===== src/rtl/pong_key_controller.sv =====
// pong_key_controller: PS/2 make/break decoder driving two saturating Pong paddles.
// Define PS2_TIMEOUT_EN to abort a stalled E0/F0 prefix and pulse proto_err.
module pong_key_controller #(
    parameter int TICK_DIV    = 416667,
    parameter int PADDLE_STEP = 4,
    parameter int PADDLE_MAX  = 400,
    parameter int PADDLE_INIT = 200,
    parameter int TIMEOUT_CYC = 100000
) (
    input  logic       clk,
    input  logic       rst,
    input  logic [7:0] rx_data,
    input  logic       rx_valid,
    output logic [3:0] keys_held,
    output logic       pause,
    output logic [9:0] p1_pos,
    output logic [9:0] p2_pos,
    output logic       move_tick,
    output logic       proto_err
);
    localparam int CW = $clog2(TICK_DIV);
    localparam logic [CW-1:0] TICK_LAST = CW'(TICK_DIV - 1);
    localparam logic [10:0] STEP = 11'(PADDLE_STEP);
    localparam logic [10:0] MAX = 11'(PADDLE_MAX);
    localparam logic [9:0] INIT = 10'(PADDLE_INIT);

    typedef enum logic [1:0] {IDLE, EXT, BRK, EXT_BRK} state_t;

    state_t        state;
    logic          space_held;
    logic [CW-1:0] cnt;
    logic          tick, ext, brk, is_e0, is_f0, space, timeout;
    logic [3:0]    hit;

    assign tick  = cnt == TICK_LAST;
    assign ext   = state == EXT || state == EXT_BRK;
    assign brk   = state == BRK || state == EXT_BRK;
    assign is_e0 = rx_data == 8'hE0;
    assign is_f0 = rx_data == 8'hF0;
    assign space = !ext && rx_data == 8'h29;
    // Arrow keys only count with the E0 prefix; bare 75/72 are keypad codes
    assign hit = {ext && rx_data == 8'h72, ext && rx_data == 8'h75,
                  !ext && rx_data == 8'h1B, !ext && rx_data == 8'h1D};

    function automatic logic [9:0] step(input logic [9:0] pos, input logic up, input logic down);
        logic [10:0] p;
        p = {1'b0, pos};
        if (up == down) return pos;
        if (up) return (p < STEP) ? 10'd0 : 10'(p - STEP);
        return (p + STEP > MAX) ? MAX[9:0] : 10'(p + STEP);
    endfunction

`ifdef PS2_TIMEOUT_EN
    localparam int TW = $clog2(TIMEOUT_CYC);
    localparam logic [TW-1:0] TO_LAST = TW'(TIMEOUT_CYC - 1);
    logic [TW-1:0] idle_cnt;

    assign timeout = !rx_valid && state != IDLE && idle_cnt == TO_LAST;

    always_ff @(posedge clk) begin
        if (rst) begin
            idle_cnt  <= '0;
            proto_err <= 1'b0;
        end else begin
            idle_cnt  <= (rx_valid || state == IDLE || timeout) ? '0 : idle_cnt + TW'(1);
            proto_err <= timeout;
        end
    end
`else
    assign timeout   = 1'b0;
    assign proto_err = 1'b0;
`endif

    always_ff @(posedge clk) begin
        if (rst) begin
            state      <= IDLE;
            keys_held  <= '0;
            pause      <= 1'b0;
            space_held <= 1'b0;
            p1_pos     <= INIT;
            p2_pos     <= INIT;
            cnt        <= '0;
            move_tick  <= 1'b0;
        end else begin
            cnt       <= tick ? '0 : cnt + CW'(1);
            move_tick <= tick;
            // Steps use the key/pause state registered before any same-cycle byte
            if (tick && !pause) begin
                p1_pos <= step(p1_pos, keys_held[0], keys_held[1]);
                p2_pos <= step(p2_pos, keys_held[2], keys_held[3]);
            end
            if (rx_valid) begin
                if (is_e0) state <= (state == IDLE || state == EXT) ? EXT : EXT_BRK;
                else if (is_f0) state <= (state == IDLE || state == BRK) ? BRK : EXT_BRK;
                else begin
                    state     <= IDLE;
                    keys_held <= (keys_held & ~hit) | (brk ? 4'b0 : hit);
                    if (space && brk) space_held <= 1'b0;
                    else if (space && !space_held) begin
                        pause      <= !pause;
                        space_held <= 1'b1;
                    end
                end
            end else if (timeout) state <= IDLE;
        end
    end
endmodule


===== config.mk =====
export PLATFORM = sky130hd
export DESIGN_NAME = pong_key_controller
export DESIGN_NICKNAME = d
export VERILOG_FILES = /design/src/rtl/pong_key_controller.sv
export SDC_FILE = /design/constraint.sdc
export NUM_CORES = 1
export LEC_CHECK = 0
export BUFFER_PORTS_ARGS = -buffer_cell sky130_fd_sc_hd__buf_2
export CORE_UTILIZATION = 40
export CTS_CLUSTER_SIZE = 16
export DETAILED_ROUTE_END_ITERATION = 12
export GPL_TIMING_DRIVEN = 0
export SYNTH_ARGS = -nofsm -noshare
export SYNTH_HDL_FRONTEND = slang
export SYNTH_SLANG_ARGS = --single-unit

===== constraint.sdc =====
create_clock -name clk -period 5.6 [get_ports clk]
set_clock_uncertainty 0.2 [all_clocks]
set_input_delay 0.28 -clock clk [delete_from_list [all_inputs] [get_ports clk]]
set_output_delay 0.28 -clock clk [all_outputs]
set_load 0.01 [all_outputs]

==> impl_metrics.tcl <==
set metrics [dict create \
    relSlewSlack_pct 51.3 \
    totalWireLength_um 7270 \
    diodes 0 \
    dr.pass1.iters 5 \
    place_hpwl_um 5320 \
    hold_viol 0 \
    setup.worst_path.start_class "flip-flop" \
    endpoint_kind "flip-flop" \
    antenna_found_initial 0 \
    irDropWorstVdd_uv 120 \
    first_iter_violations 158 \
    fmax_ghz 0.366 \
    io_buffers 31 \
    synthFlopType "dfxtp_1" \
    fin_hold_ws_ns 0.0888 \
    max_stage_delay_ns 0.54 \
    die_width_um 87.4 \
    grt_pass1_wl_um 12400 \
    min_path_type "input pin to flip-flop" \
    cp.arrival_ns 2.71 \
    postCtsSetupBuffers 0 \
    overflow 0 \
    synth_commonest_cells "56 x nor2_1, 44 x dfxtp_1, 25 x nand2_1, 21 x a21oi_1, 19 x nor3_1" \
    ctsResizeCount 0 \
    nFillCells 745 \
    top_layer "met4" \
    start_util_pct 42.2 \
    cts_buffers 5 \
    synthToLayoutAreaGrowth_pct 12.7 \
    cts_tree "yes" \
    dieArea_um2 7640 \
    num_vias 2896 \
    cp_data_required_time_ns 5.58 \
    syn_avg_cell_area_um2 7.60 \
    async_flop_share_pct 0 \
    pin_count 38 \
    synth_area_leaders "dfxtp_1 30%, nor2_1 7.2%, xnor2_1 4.2%" \
    path_clk_slew_ns 0.08 \
    yosys_warnings 0 \
    cp_max_fo 9 \
    core_um2 6910 \
    drv_slew 0 \
    p_leak_uw 0.00126 \
    tns_ns 0 \
    track_usage_pct 20.3 \
    postSynthCellCount 384 \
    route.layer.met1.wl_um 3500 \
    yosysMostFrequentCell "nor2_1" \
    outcome "complete, no violations" \
    wl_met3_um 358 \
    rows 30 \
    nets 443 \
    worstSkewPairLatency_ns 0.31 \
    synth_cell_types 61 \
    dpl_cell_area_um2 3210 \
    grt_max_degree 14 \
    r2r_cells 9 \
    cts_buffer_depth 2 \
    synth_top_area_share_pct 30.2 \
    cp_cell_sequence "buf_2, inv_1, ha_1, or4b_4, o41ai_2, a21oi_1, nor4_1, a211o_1, a21oi_1" \
    ant_nets 0 \
    wl_per_cell_um 13.9 \
    htreeDepth 2 \
    worstMarginPinSlew_ns 0.725 \
    slowest_stage "or4b_4" \
    stdcell_area_um2 3290 \
    critical_path_class "flip-flop to flip-flop" \
    wl_met2_um 3360 \
    power.density_nw_per_um2 170 \
    ys_ff_latch 44 \
    ys_seq_area_share_pct 30.2 \
    drc_errors 0 \
    whs_path_depth 3 \
    utilization_pct 47.6 \
    yosysTopAreaCell "dfxtp_1" \
    maxCapViolCount 0 \
    fin_crit_ns 2.73 \
    cts_sinks 44 \
    netlist_area_um2 2920 \
    dieHeight_um 87.4 \
    place.gp.congestion 0.830 \
    setup_viol 0 \
    rsz0062_at_grt "false" \
    cp_common_cell "a21oi_1" \
    via_per_inst 5.55 \
    finalCritPeriodShare_pct 48.8 \
    cts_root_buf "clkbuf_8" \
    hold_buffers 0 \
    synth_edf_count 0 \
    grt_pass1_vias 2629 \
    drive_gt1_share_pct 12.4 \
]
-- state kept, by name, indices dropped and copies added (netlist names) --
signal	cells
space_held	1
cnt	19
keys_held	4
p2_pos	8
move_tick	1
pause	1
state	2
p1_pos	8
-- layer usage --
layer | up-vias | GRT usage, %
met1 | 1354 | 27.4
li1 | 1455 | -
met3 | 7 | 3.32
met4 | 0 | 5.07
met2 | 80 | 33.7
met5 | - | 0
-- logic make-up after synthesis --
logic type      count (synthesis)  share of synthesized area [%]
compound gates                 81                           19.0
xor+xnor                       24                           7.21
fa+ha+maj                       6                           2.57
buf+inv                        43                           6.48
flops                          44                           30.2
mux                             6                           2.10
other cells                     1                          0.129
simple gates                  179                           32.3
-- metrics by stage --
step,instances,power [µW],setup slack [ns]
floorplan,388,354,3.13
global placement,515,366,2.95
detailed placement,515,366,2.91
CTS,522,568,2.89
global route,522,584,2.65
finish,522,560,2.87
-- final timing paths --
path	startpoint	end	slack, ns
worst min-delay path	rx_valid	state[0]$_SDFFE_PP0P_	0.09
worst max-delay path	p1_pos[2]$_SDFFE_PP0P_	p1_pos[6]$_SDFFE_PP1P_	2.87
worst max register to register	p1_pos[2]$_SDFFE_PP0P_	p1_pos[6]$_SDFFE_PP1P_	2.87
worst min register to register	cnt[0]$_SDFF_PP0_	cnt[0]$_SDFF_PP0_	0.28
-- where the power goes --
group / switching [µW] / internal, µW / total (µW) / leakage [µW]
Combinational: 23.0 / 16.2 / 39.2 / 0.000861
Clock: 116 / 84.7 / 201 / 0.0000400
Sequential: 3.74 / 316 / 320 / 0.000356
Total: 143 / 417 / 560 / 0.00126
-- cell type report --
| class | instances | area, µm² | share of cell area, % |
|---|---|---|---|
| plain buffers | 26 | 125 | 3.81 |
| well taps | 96 | 120 | 3.65 |
| clock buffers | 5 | 68.8 | 2.09 |
| inverters | 17 | 63.8 | 1.94 |
| flip-flops and latches | 44 | 881 | 26.8 |
| repair buffers | 31 | 155 | 4.72 |
| clock inverters | 2 | 12.5 | 0.381 |
| multi-input cells | 301 | 1860 | 56.6 |
-- worst max-delay path, delay by kind of cell (launching register included) --
kind                     cells  cell delay (ns)
AND/OR/NAND/NOR              2             0.76
AO/OA/AOI/OAI                4             0.86
adder cells (fa/ha/maj)      1             0.22
flip-flops                   1             0.33
buffers and inverters        2             0.25
-- layout by cell type (no fill, tap or decap), types with 3 or more instances in the layout --
master    count
ha_1          6
nor4bb_1      4
o21ai_0      12
dfxtp_1      44
nor3_1       19
buf_4         7
nand2b_1      6
nor2b_1       6
nor2_1       56
xnor2_1      14
a21oi_1      21
a32oi_1       3
nand3_1      14
a211oi_1      7
a21o_1        3
nand4b_1      3
clkbuf_1     16
nor4_1        4
xor2_1       10
buf_2        32
clkbuf_8      5
inv_1        17
mux2i_1       5
o31ai_1       4
nor4b_1       3
and2_1        4
nand4_1       9
a31oi_1       7
and3_1        7
or3_1         7
a311oi_1      3
conb_1        5
nand2_1      25
(Power assumes the default switching activity.)
